`src/rtl/vdma_wr_frame_sched_if.sv`:
```
// Burst request channel between the write frame scheduler and the AXI write master.
// The scheduler holds the head request (req/addr/len) until the master acks it.
interface vdma_wr_frame_sched_if #(
  parameter int ADDR_W = 32
) ();
  logic              burst_req;
  logic [ADDR_W-1:0] burst_addr;
  logic [8:0]        burst_len;
  logic              burst_ack;

  modport master (output burst_req, burst_addr, burst_len, input burst_ack);
  modport slave  (input burst_req, burst_addr, burst_len, output burst_ack);
endinterface

```
`src/rtl/vdma_wr_frame_sched.sv`:
```
// VDMA write-side frame scheduler: slices the aligned pixel stream into burst requests
// and rotates a ring of frame buffers, skipping the buffer the reader holds.
module vdma_wr_frame_sched #(
  parameter int ADDR_W    = 32,
  parameter int BURST_LEN = 64,
  parameter int BPB       = 4,
  parameter int BUF_NUM   = 3
) (
  input  logic              clock,
  input  logic              rst_n,
  input  logic              enable,
  input  logic [ADDR_W-1:0] frame_base,
  input  logic [ADDR_W-1:0] frame_stride,
  input  logic [ADDR_W-1:0] line_stride,
  input  logic              falign,
  input  logic              lalign,
  input  logic              ealign,
  input  logic              data_vld,
  input  logic [2:0]        rd_buf_idx,
  vdma_wr_frame_sched_if.master bus,
  output logic [2:0]        wr_buf_idx,
  output logic [2:0]        done_buf_idx,
  output logic              frame_done,
  output logic              err_ovf,
  output logic              err_short
);

  typedef enum logic [2:0] {S_IDLE, S_WAIT_F, S_ACTIVE, S_FLUSH, S_COMMIT} state_t;

  localparam logic [8:0]        BL       = 9'(BURST_LEN);
  localparam logic [ADDR_W-1:0] BPB_A    = ADDR_W'(BPB);
  localparam logic [2:0]        LAST_IDX = 3'(BUF_NUM - 1);

  function automatic logic [2:0] ring_inc(input logic [2:0] idx);
    return (idx == LAST_IDX) ? 3'd0 : idx + 3'd1;
  endfunction

  state_t            state_q, state_d;
  logic [8:0]        pcnt_q, pcnt_d;
  logic [ADDR_W-1:0] frame_addr_q, frame_addr_d;
  logic [ADDR_W-1:0] line_addr_q, line_addr_d;
  logic [ADDR_W-1:0] offset_q, offset_d;
  logic [ADDR_W-1:0] buf_off_q, buf_off_d;
  logic [ADDR_W-1:0] fstride_q, fstride_d;
  logic [ADDR_W-1:0] lstride_q, lstride_d;
  logic [ADDR_W-1:0] q_addr_q [2];
  logic [ADDR_W-1:0] q_addr_d [2];
  logic [8:0]        q_len_q [2];
  logic [8:0]        q_len_d [2];
  logic [1:0]        q_cnt_q, q_cnt_d;
  logic [2:0]        wr_q, wr_d, done_q, done_d;
  logic              frame_done_q, frame_done_d;
  logic              ovf_q, ovf_d, short_q, short_d;

  logic              push, pop;
  logic [8:0]        push_len, pc_inc;
  logic [ADDR_W-1:0] push_addr, off1, off2;
  logic [2:0]        i1, i2;
  logic [1:0]        cnt_mid;

  always_comb begin
    state_d      = state_q;
    pcnt_d       = pcnt_q;
    frame_addr_d = frame_addr_q;
    line_addr_d  = line_addr_q;
    offset_d     = offset_q;
    buf_off_d    = buf_off_q;
    fstride_d    = fstride_q;
    lstride_d    = lstride_q;
    q_addr_d     = q_addr_q;
    q_len_d      = q_len_q;
    wr_d         = wr_q;
    done_d       = done_q;
    frame_done_d = 1'b0;
    ovf_d        = 1'b0;
    short_d      = 1'b0;
    push         = 1'b0;
    push_len     = '0;
    push_addr    = line_addr_q + offset_q;
    pc_inc       = pcnt_q + {8'd0, data_vld};
    i1           = ring_inc(wr_q);
    i2           = ring_inc(i1);
    off1         = (i1 == 3'd0) ? '0 : buf_off_q + fstride_q;
    off2         = (i2 == 3'd0) ? '0 : off1 + fstride_q;

    case (state_q)
      S_IDLE: if (enable) state_d = S_WAIT_F;
      S_WAIT_F: begin
        if (!enable) begin
          state_d = S_IDLE;
        end else if (falign) begin
          fstride_d    = frame_stride;
          lstride_d    = line_stride;
          frame_addr_d = frame_base + buf_off_q;
          line_addr_d  = frame_base + buf_off_q;
          offset_d     = '0;
          pcnt_d       = {8'd0, data_vld};
          state_d      = S_ACTIVE;
        end
      end
      S_ACTIVE: begin
        // A premature frame start discards the partial burst and rewrites the same buffer.
        if (falign) begin
          short_d     = 1'b1;
          line_addr_d = frame_addr_q;
          offset_d    = '0;
          pcnt_d      = {8'd0, data_vld};
        end else begin
          if (pc_inc == BL || (lalign && pc_inc != '0)) begin
            push     = 1'b1;
            push_len = pc_inc;
            pcnt_d   = '0;
            offset_d = offset_q + ADDR_W'(pc_inc) * BPB_A;
          end else begin
            pcnt_d = pc_inc;
          end
          if (lalign) begin
            line_addr_d = line_addr_q + lstride_q;
            offset_d    = '0;
          end
          if (ealign) state_d = S_FLUSH;
        end
      end
      S_FLUSH: begin
        if (pcnt_q != '0) begin
          push     = 1'b1;
          push_len = pcnt_q;
          offset_d = offset_q + ADDR_W'(pcnt_q) * BPB_A;
        end
        pcnt_d  = '0;
        state_d = S_COMMIT;
      end
      S_COMMIT: begin
        // Commit only after every burst of the frame has been handed to the master.
        if (q_cnt_q == 2'd0) begin
          done_d       = wr_q;
          frame_done_d = 1'b1;
          if (i1 == rd_buf_idx) begin
            wr_d      = i2;
            buf_off_d = off2;
          end else begin
            wr_d      = i1;
            buf_off_d = off1;
          end
          state_d = enable ? S_WAIT_F : S_IDLE;
        end
      end
      default: state_d = S_IDLE;
    endcase

    pop     = bus.burst_ack && (q_cnt_q != 2'd0);
    cnt_mid = q_cnt_q - {1'b0, pop};
    if (pop) begin
      q_addr_d[0] = q_addr_q[1];
      q_len_d[0]  = q_len_q[1];
    end
    if (push) begin
      if (cnt_mid == 2'd2) begin
        ovf_d = 1'b1;
      end else begin
        if (cnt_mid == 2'd0) begin
          q_addr_d[0] = push_addr;
          q_len_d[0]  = push_len;
        end else begin
          q_addr_d[1] = push_addr;
          q_len_d[1]  = push_len;
        end
        cnt_mid = cnt_mid + 2'd1;
      end
    end
    q_cnt_d = cnt_mid;
  end

  always_ff @(posedge clock or negedge rst_n) begin
    if (!rst_n) begin
      state_q      <= S_IDLE;
      pcnt_q       <= '0;
      frame_addr_q <= '0;
      line_addr_q  <= '0;
      offset_q     <= '0;
      buf_off_q    <= '0;
      fstride_q    <= '0;
      lstride_q    <= '0;
      q_addr_q[0]  <= '0;
      q_addr_q[1]  <= '0;
      q_len_q[0]   <= '0;
      q_len_q[1]   <= '0;
      q_cnt_q      <= '0;
      wr_q         <= '0;
      done_q       <= '0;
      frame_done_q <= 1'b0;
      ovf_q        <= 1'b0;
      short_q      <= 1'b0;
    end else begin
      state_q      <= state_d;
      pcnt_q       <= pcnt_d;
      frame_addr_q <= frame_addr_d;
      line_addr_q  <= line_addr_d;
      offset_q     <= offset_d;
      buf_off_q    <= buf_off_d;
      fstride_q    <= fstride_d;
      lstride_q    <= lstride_d;
      q_addr_q     <= q_addr_d;
      q_len_q      <= q_len_d;
      q_cnt_q      <= q_cnt_d;
      wr_q         <= wr_d;
      done_q       <= done_d;
      frame_done_q <= frame_done_d;
      ovf_q        <= ovf_d;
      short_q      <= short_d;
    end
  end

  assign bus.burst_req  = (q_cnt_q != 2'd0);
  assign bus.burst_addr = q_addr_q[0];
  assign bus.burst_len  = q_len_q[0];
  assign wr_buf_idx     = wr_q;
  assign done_buf_idx   = done_q;
  assign frame_done     = frame_done_q;
  assign err_ovf        = ovf_q;
  assign err_short      = short_q;

endmodule

```
`src/flat_wrapper.sv`:
```
// flat-port wrapper written by rule: the top's interface ports become plain ports
module vdma_wr_frame_sched_flat 
#(
  parameter int ADDR_W    = 32,
  parameter int BURST_LEN = 64,
  parameter int BPB       = 4,
  parameter int BUF_NUM   = 3
)
  (clock, rst_n, enable, frame_base, frame_stride, line_stride, falign, lalign, ealign, data_vld, rd_buf_idx, wr_buf_idx, done_buf_idx, frame_done, err_ovf, err_short, bus_burst_req, bus_burst_addr, bus_burst_len, bus_burst_ack);
  vdma_wr_frame_sched_if #(.ADDR_W(ADDR_W)) bus_i ();
  input  logic clock;
  input  logic rst_n;
  input  logic enable;
  input  logic [ADDR_W-1:0] frame_base;
  input  logic [ADDR_W-1:0] frame_stride;
  input  logic [ADDR_W-1:0] line_stride;
  input  logic falign;
  input  logic lalign;
  input  logic ealign;
  input  logic data_vld;
  input  logic [2:0] rd_buf_idx;
  output logic [2:0] wr_buf_idx;
  output logic [2:0] done_buf_idx;
  output logic frame_done;
  output logic err_ovf;
  output logic err_short;
  output wire logic [$bits(bus_i.burst_req)-1:0] bus_burst_req;
  output wire logic [$bits(bus_i.burst_addr)-1:0] bus_burst_addr;
  output wire logic [$bits(bus_i.burst_len)-1:0] bus_burst_len;
  input wire logic [$bits(bus_i.burst_ack)-1:0] bus_burst_ack;
  assign bus_burst_req = bus_i.burst_req;
  assign bus_burst_addr = bus_i.burst_addr;
  assign bus_burst_len = bus_i.burst_len;
  assign bus_i.burst_ack = bus_burst_ack;
  vdma_wr_frame_sched #(.ADDR_W(ADDR_W), .BURST_LEN(BURST_LEN), .BPB(BPB), .BUF_NUM(BUF_NUM)) u_core (.clock(clock), .rst_n(rst_n), .enable(enable), .frame_base(frame_base), .frame_stride(frame_stride), .line_stride(line_stride), .falign(falign), .lalign(lalign), .ealign(ealign), .data_vld(data_vld), .rd_buf_idx(rd_buf_idx), .bus(bus_i), .wr_buf_idx(wr_buf_idx), .done_buf_idx(done_buf_idx), .frame_done(frame_done), .err_ovf(err_ovf), .err_short(err_short));
endmodule
```
`config.mk`:
```
export PLATFORM = sky130hd
export DESIGN_NAME = vdma_wr_frame_sched_flat
export DESIGN_NICKNAME = d
export VERILOG_FILES = /design/src/rtl/vdma_wr_frame_sched_if.sv /design/src/rtl/vdma_wr_frame_sched.sv /design/src/flat_wrapper.sv
export SDC_FILE = /design/constraint.sdc
export NUM_CORES = 1
export LEC_CHECK = 0
export BUFFER_PORTS_ARGS = -buffer_cell sky130_fd_sc_hd__buf_2
export CAP_MARGIN = 20
export CORE_MARGIN = 3
export CORE_UTILIZATION = 50
export CTS_CLUSTER_DIAMETER = 200
export DETAILED_ROUTE_END_ITERATION = 8
export GPL_TIMING_DRIVEN = 0
export PLACE_DENSITY = 0.68
export SYNTH_ARGS = -nofsm -noshare
export SYNTH_HDL_FRONTEND = slang
export SYNTH_SLANG_ARGS = --single-unit
```
`constraint.sdc`:
```
create_clock -name clock -period 6.7 [get_ports clock]
set_input_delay 1.005 -clock clock [delete_from_list [all_inputs] [get_ports clock]]
set_output_delay 1.005 -clock clock [all_outputs]
set_load 0.1 [all_outputs]
```
# Word-level counts from Yosys, hierarchy flattened
# Cells that the tools add are included.
[word_totals]
mem_bits_ro = 0
mem_bits_rw = 0
regBits = 297
latch_bits = 0
input_bits = 107
memories = 0
[classes]
reduce_logical = 20
n_shift = 0
div = 0
mul = 0
bitwise = 2
n_eq_ne = 19
addsub = 12
n_mux = 57
order_cmp = 0
[ops]
columns = ["cell", "n"]
rows = [
  ["$mux W32", 16],
  ["$add A32 B32 Y32", 5],
  ["$mux W64", 2],
  ["$pmux W32 S3", 1],
  ["$mux W9", 10],
  ["$add A32 B11 Y32", 2],
  ["$pmux W32 S2", 1],
  ["$mux W18", 2],
  ["$mux W3", 9],
  ["$pmux W9 S3", 1],
  ["$pmux W9 S2", 1],
  ["$reduce_bool A9 Y1", 2],
  ["$pmux W3 S5", 1],
  ["$eq A3 B2 Y1 const B", 4],
  ["$mux W1", 10],
  ["$ne A2 B2 Y1 const B", 5],
  ["$reduce_and A5 Y1", 2],
  ["$add A9 B1 Y9", 1],
  ["$eq A9 B7 Y1 const B", 1],
  ["$logic_not A3 Y1", 3],
  ["$reduce_and A3 Y1", 3],
  ["$add A3 B1 Y3 const B", 2],
  ["$ne A3 B3 Y1 const B", 2],
  ["$logic_not A2 Y1", 2],
  ["other kinds (17)", 22],
]

# Longest topological paths before layout
[logic_depth]
word_depth = 10
ltp_mapped = 23
mapped_depth_nobuf = 22

# Least setup slack after synthesis
# OpenSTA, ideal clock, no wires.
[synth_timing]
path_type = "register to register"
start = "register u_core.fstride_q[0]"
end = "register u_core.buf_off_q[29]"
t_required_ns = 6.576
path_stages_with_launch = 22
setup_ns = 0.124
setup_slack_ns = 2.047
arrival_time_ns = 4.529
path_cell_list = "dfrtp_1 > ha_1 > fa_1 > a211oi_1 > o21ai_0 > a21o_1 > a21oi_1 > o21ai_0 > a31oi_1 > o21ba_2 > xor2_1 > nor2_1 > ha_1 > inv_1 > o31ai_1 > or3b_2 > a21oi_1 > nor2_1 > a21oi_1 > o21ai_0 > mux2i_1 > o31a_1"
[synth_via]
elab_chain_cells = 5
[synth_rtl]
columns = ["element", "line", "source"]
rows = [
  ["from (decl)", "vdma_wr_frame_sched.sv:44", "logic [ADDR_W-1:0] fstride_q, fstride_d;"],
  ["from (signal assigned)", "vdma_wr_frame_sched.sv:201", "fstride_q <= fstride_d;"],
  ["$add A32 B32 Y32", "vdma_wr_frame_sched.sv:83", "off1 = (i1 == 3'd0) ? '0 : buf_off_q + fstride_q;"],
  ["$mux W32", "vdma_wr_frame_sched.sv:83", ""],
  ["$add A32 B32 Y32", "vdma_wr_frame_sched.sv:84", "off2 = (i2 == 3'd0) ? '0 : off1 + fstride_q;"],
  ["$mux W32", "vdma_wr_frame_sched.sv:84", ""],
  ["$mux W32 (*)", "vdma_wr_frame_sched.sv:138", "if (i1 == rd_buf_idx) begin"],
  ["to (signal assigned)", "vdma_wr_frame_sched.sv:200", "buf_off_q <= buf_off_d;"],
  ["to (decl)", "vdma_wr_frame_sched.sv:43", "logic [ADDR_W-1:0] buf_off_q, buf_off_d;"],
]
# Every way passes the cells marked *; elsewhere a longest branch is shown, timed or not.
# A chain may end at the register's enable or synchronous reset.

# Worst setup path in the final report
[layout_timing]
start = "register u_core.fstride_q[0]"
end = "register u_core.buf_off_q[28]"
# Same word-level chain as after synthesis.

==> run summary <==
The critical path goes through ha_1, fa_1, a211oi_1, o21ai_0, a21o_1, a211oi_1, o21bai_1, a21o_1, a21oi_1, xnor2_1, and2_1, ha_1, nand3_1, nor3_1, nand3_1, a211oi_1, nor3_1, o21ai_0, xor2_1, a221oi_1, nor2_1. Once the clock tree was built, the setup fixing pass inserted 0 buffers. The final antenna diode count is 0, and the total via count after detailed routing is 20237. The worst reg2reg path depth was 21; the area occupied by multi-input gates was 13500 sq um. In the routed layout, each cell is associated on average with a via count of 5.87.

The number of nets still failing antenna checks after routing was 0. The final cycle utilization of the critical path was 0.921. Among the stages of the critical path, the cell type that occurs most often is a211oi_1. Across the whole layout, storage elements account for 7380 sq um. The tools report the total number of placement rows as 75. Setup repair after global routing left no endpoint under its margin.

The run gives 3 as the buffer levels on the longest clock path. In the final design database the tool counted 3131 nets. The biggest fanout along the worst timing path works out to 7. Biggest area consumer among synthesized cells: dfrtp_1. The startpoint of the lowest-slack register-to-register path was u_core.fstride_q[0]. The die is 215 um tall. The fraction of post-synthesis cell area in the top cell type by area is 0.338, and the count of final setup violators is 0.

Summed over all nets, the half-perimeter wirelength after detailed placement is 55.2 mm. For the via count of the first global-routing pass, the log shows 20166. The logs give 0 for the hold-fix buffer count after cts and 0 for the final-report hold violation count.

Once the clock tree was built, the resizer swapped 0 gates to a different size. Total count of max-transition violations in the final report: 0. The clock net sink count is 295. In this run the critical register-to-register path is captured at u_core.buf_off_q[28].

The netlist area before placement is 21800 sq um, and the time the worst path needs with I/O delays and setup is 6.17 ns. Flip-flop cell with the highest count after synthesis: dfrtp_1. The async set-reset flop share out of synthesis was 1.00; the maximum number of pins on one net before global-route repair was 113. Counting flops with a built-in enable in the synthesized netlist gives 0. The post-synthesis sequential area ratio was 0.338; the register bit count reported by yosys was 295. The fraction of final layout cells with drive strength greater than 1 came out at 0.114. The number of optimization iterations in the first detailed-route pass came out at 6. At the worst endpoint, the arrival time is 6.59 ns. The worst relative slew slack is 0.298, and the clock slew at the register clock pins of the worst setup and hold paths is 0.06 ns.

The region available for standard cell placement spans 42500 sq um. During placement, the flow inserted port buffers numbering 156. The tools report the worst-case clock skew as 0.0153 ns. The highest cell delay on the worst timing path is 0.67 ns. By count the netlist is led by 519 x nand2_1, 295 x dfrtp_1, 207 x o21ai_0. Clock latency on the worst-skew pair, taken at its later pin, is 0.56 ns.

Synthesis handed over a netlist of 2645 instances. The tools report the effective utilization at floorplan as 0.514. Most frequent cell after synthesis: nand2_1. The maximum operating frequency came out at 162 MHz. Routability-driven placement finished with a final weighted congestion of 0.953. The unique cell type count in the Yosys netlist is 80, and the die boundary width is 215 um. Average routed wire per standard cell: 20.3 um.

Wires add up to 70.0 mm. The worst setup path is captured at a register. The logs give 7.13 ns for the required arrival time at the worst endpoint and 46200 sq um for the area of the die. TritonCTS built the clock tree. The run gives 2 as the number of levels the H-tree was split into. The Yosys step of the flow raised 0 warnings. 158 I/O pins were placed. The worst hold slack is 0.410 ns. The run finished with clean final reports. The worst setup path is of the reg -> reg kind. The filler cells instantiated in the layout total 3905. The first global-routing pass estimated 110 mm of wire. After the first detailed-routing iteration, the DRC count stood at 1505. In the post-synthesis netlist, the biggest area contributors are dfrtp_1 34%, ha_1 10%, nand2_1 8.9%, o21ai_0 4.7%, a21oi_1 3.9%.

Number of buffers inserted during clock tree synthesis: 37. Clock tree root driver cell: clkbuf_16. Element type at the critical path start: a register. The area growth from synthesis to final layout came out at 13.1%.

The number of antenna violations at the first check in global routing is 0. The logs give 2933 for the post-synthesis net count and 0.53 ns for the setup slack on the worst flop-to-flop path. For the total congestion overflow, the log shows 0. Total routing resource utilization after global routing: 0.299.

After detailed routing, the number of remaining DRC violations is 0. The slowest stage cell on the critical path was a211oi_1. The kind of path behind the tightest hold check was in -> async. Number of maximum-capacitance violations: 0. The per-instance average area after synthesis was 8.26 sq um.

For the pin with the worst max-slew slack, the measured transition is 1.05 ns.
-- final cells by class --
cell class	count	area share
clock inverter	13	0.00704
timing repair buffer	159	0.0345
inverter	63	0.00957
sequential	295	0.299
clock buffer	54	0.0450
buffer	144	0.0293
multi-input combinational	2143	0.546
tap	577	0.0292
-- registers in the layout, indices dropped and copies added, names as in the netlist --
| name | flops |
|---|---|
| u_core.offset_q | 30 |
| u_core.q_len_q | 9 |
| u_core.err_ovf | 1 |
| u_core.bus.burst_addr | 32 |
| u_core.q_cnt_q | 2 |
| u_core.wr_buf_idx | 3 |
| u_core.fstride_q | 32 |
| u_core.frame_done | 1 |
| u_core.state_q | 3 |
| u_core.lstride_q | 32 |
| u_core.buf_off_q | 32 |
| u_core.q_addr_q | 32 |
| u_core.err_short | 1 |
| u_core.bus.burst_len | 9 |
| u_core.pcnt_q | 9 |
| u_core.frame_addr_q | 32 |
| u_core.done_buf_idx | 3 |
| u_core.line_addr_q | 32 |
-- cells by family after synthesis --
kind of cell,count (synthesis),share of synthesized area
AO/OA/AOI/OAI,779,0.227
XOR/XNOR,142,0.0569
adder cells (fa/ha/maj),181,0.106
buffers and inverters,207,0.0440
flip-flops,295,0.338
multiplexers,64,0.0310
AND/OR/NAND/NOR,977,0.197
-- worst max-delay path, delay by kind of cell, from the launching register on --
family                   cells  cell delay (ns)
XOR/XNOR                     2             0.26
adder cells (fa/ha/maj)      3             1.07
flip-flops                   1             0.43
AND/OR/NAND/NOR              6             1.13
AO/OA/AOI/OAI               10             3.12
-- stage by stage --
stage	cells	area, sq um	util	TNS, ns	setup WS, ns
2_1_floorplan	2645	21800	-	0	2.05
3_3_place_gp	3378	23300	0.549	-287.28	-1.03
3_5_place_dp	3380	23400	0.551	0	0.553
4_1_cts	3447	24700	0.581	0	0.507
5_1_grt	3448	24700	0.581	0	0.165
6_report	3448	24700	0.581	0	0.531
-- routing by layer --
metal | track usage | wire length (um) | up-vias
li1 | - | - | 9861
met1 | 0.374 | 29400 | 9596
met2 | 0.514 | 33700 | 602
met3 | 0.0366 | 3180 | 178
met4 | 0.143 | 3770 | 0
met5 | 0 | 0 | -
-- cell usage in the layout (no fill, tap or decap), types with 26 or more instances in the layout --
cell type,instances
a21o_1,69
o21a_1,31
ha_1,175
a21oi_1,171
buf_2,173
a22oi_1,28
nor3_1,36
inv_1,63
nand3_1,52
nor2b_1,26
mux2_2,27
nand2_1,519
o21ai_0,207
buf_4,43
xnor2_1,82
clkbuf_16,39
dfrtp_1,295
clkbuf_1,80
xor2_1,60
o21ai_1,37
nor2_1,189
nand4_1,28
mux2i_1,36
-- worst max path at each step --
| stage | from | to | slack, ns | cells after the start |
|---|---|---|---|---|
| 2_1_floorplan | u_core.fstride_q[0] | u_core.buf_off_q[29] | 2.05 | 21 |
| 3_3_place_gp | rst_n | u_core.done_buf_idx[1] | -1.03 | 1 |
| 3_5_place_dp | u_core.fstride_q[0] | u_core.buf_off_q[28] | 0.55 | 21 |
| 4_1_cts | u_core.fstride_q[0] | u_core.buf_off_q[28] | 0.51 | 21 |
| 5_1_grt | u_core.fstride_q[0] | u_core.buf_off_q[28] | 0.17 | 21 |
| 6_report | u_core.fstride_q[0] | u_core.buf_off_q[28] | 0.53 | 21 |
Power is left out: the tool's default activity adds up to more than one toggle a clock period on the data nets, which glitch-free logic cannot reach.
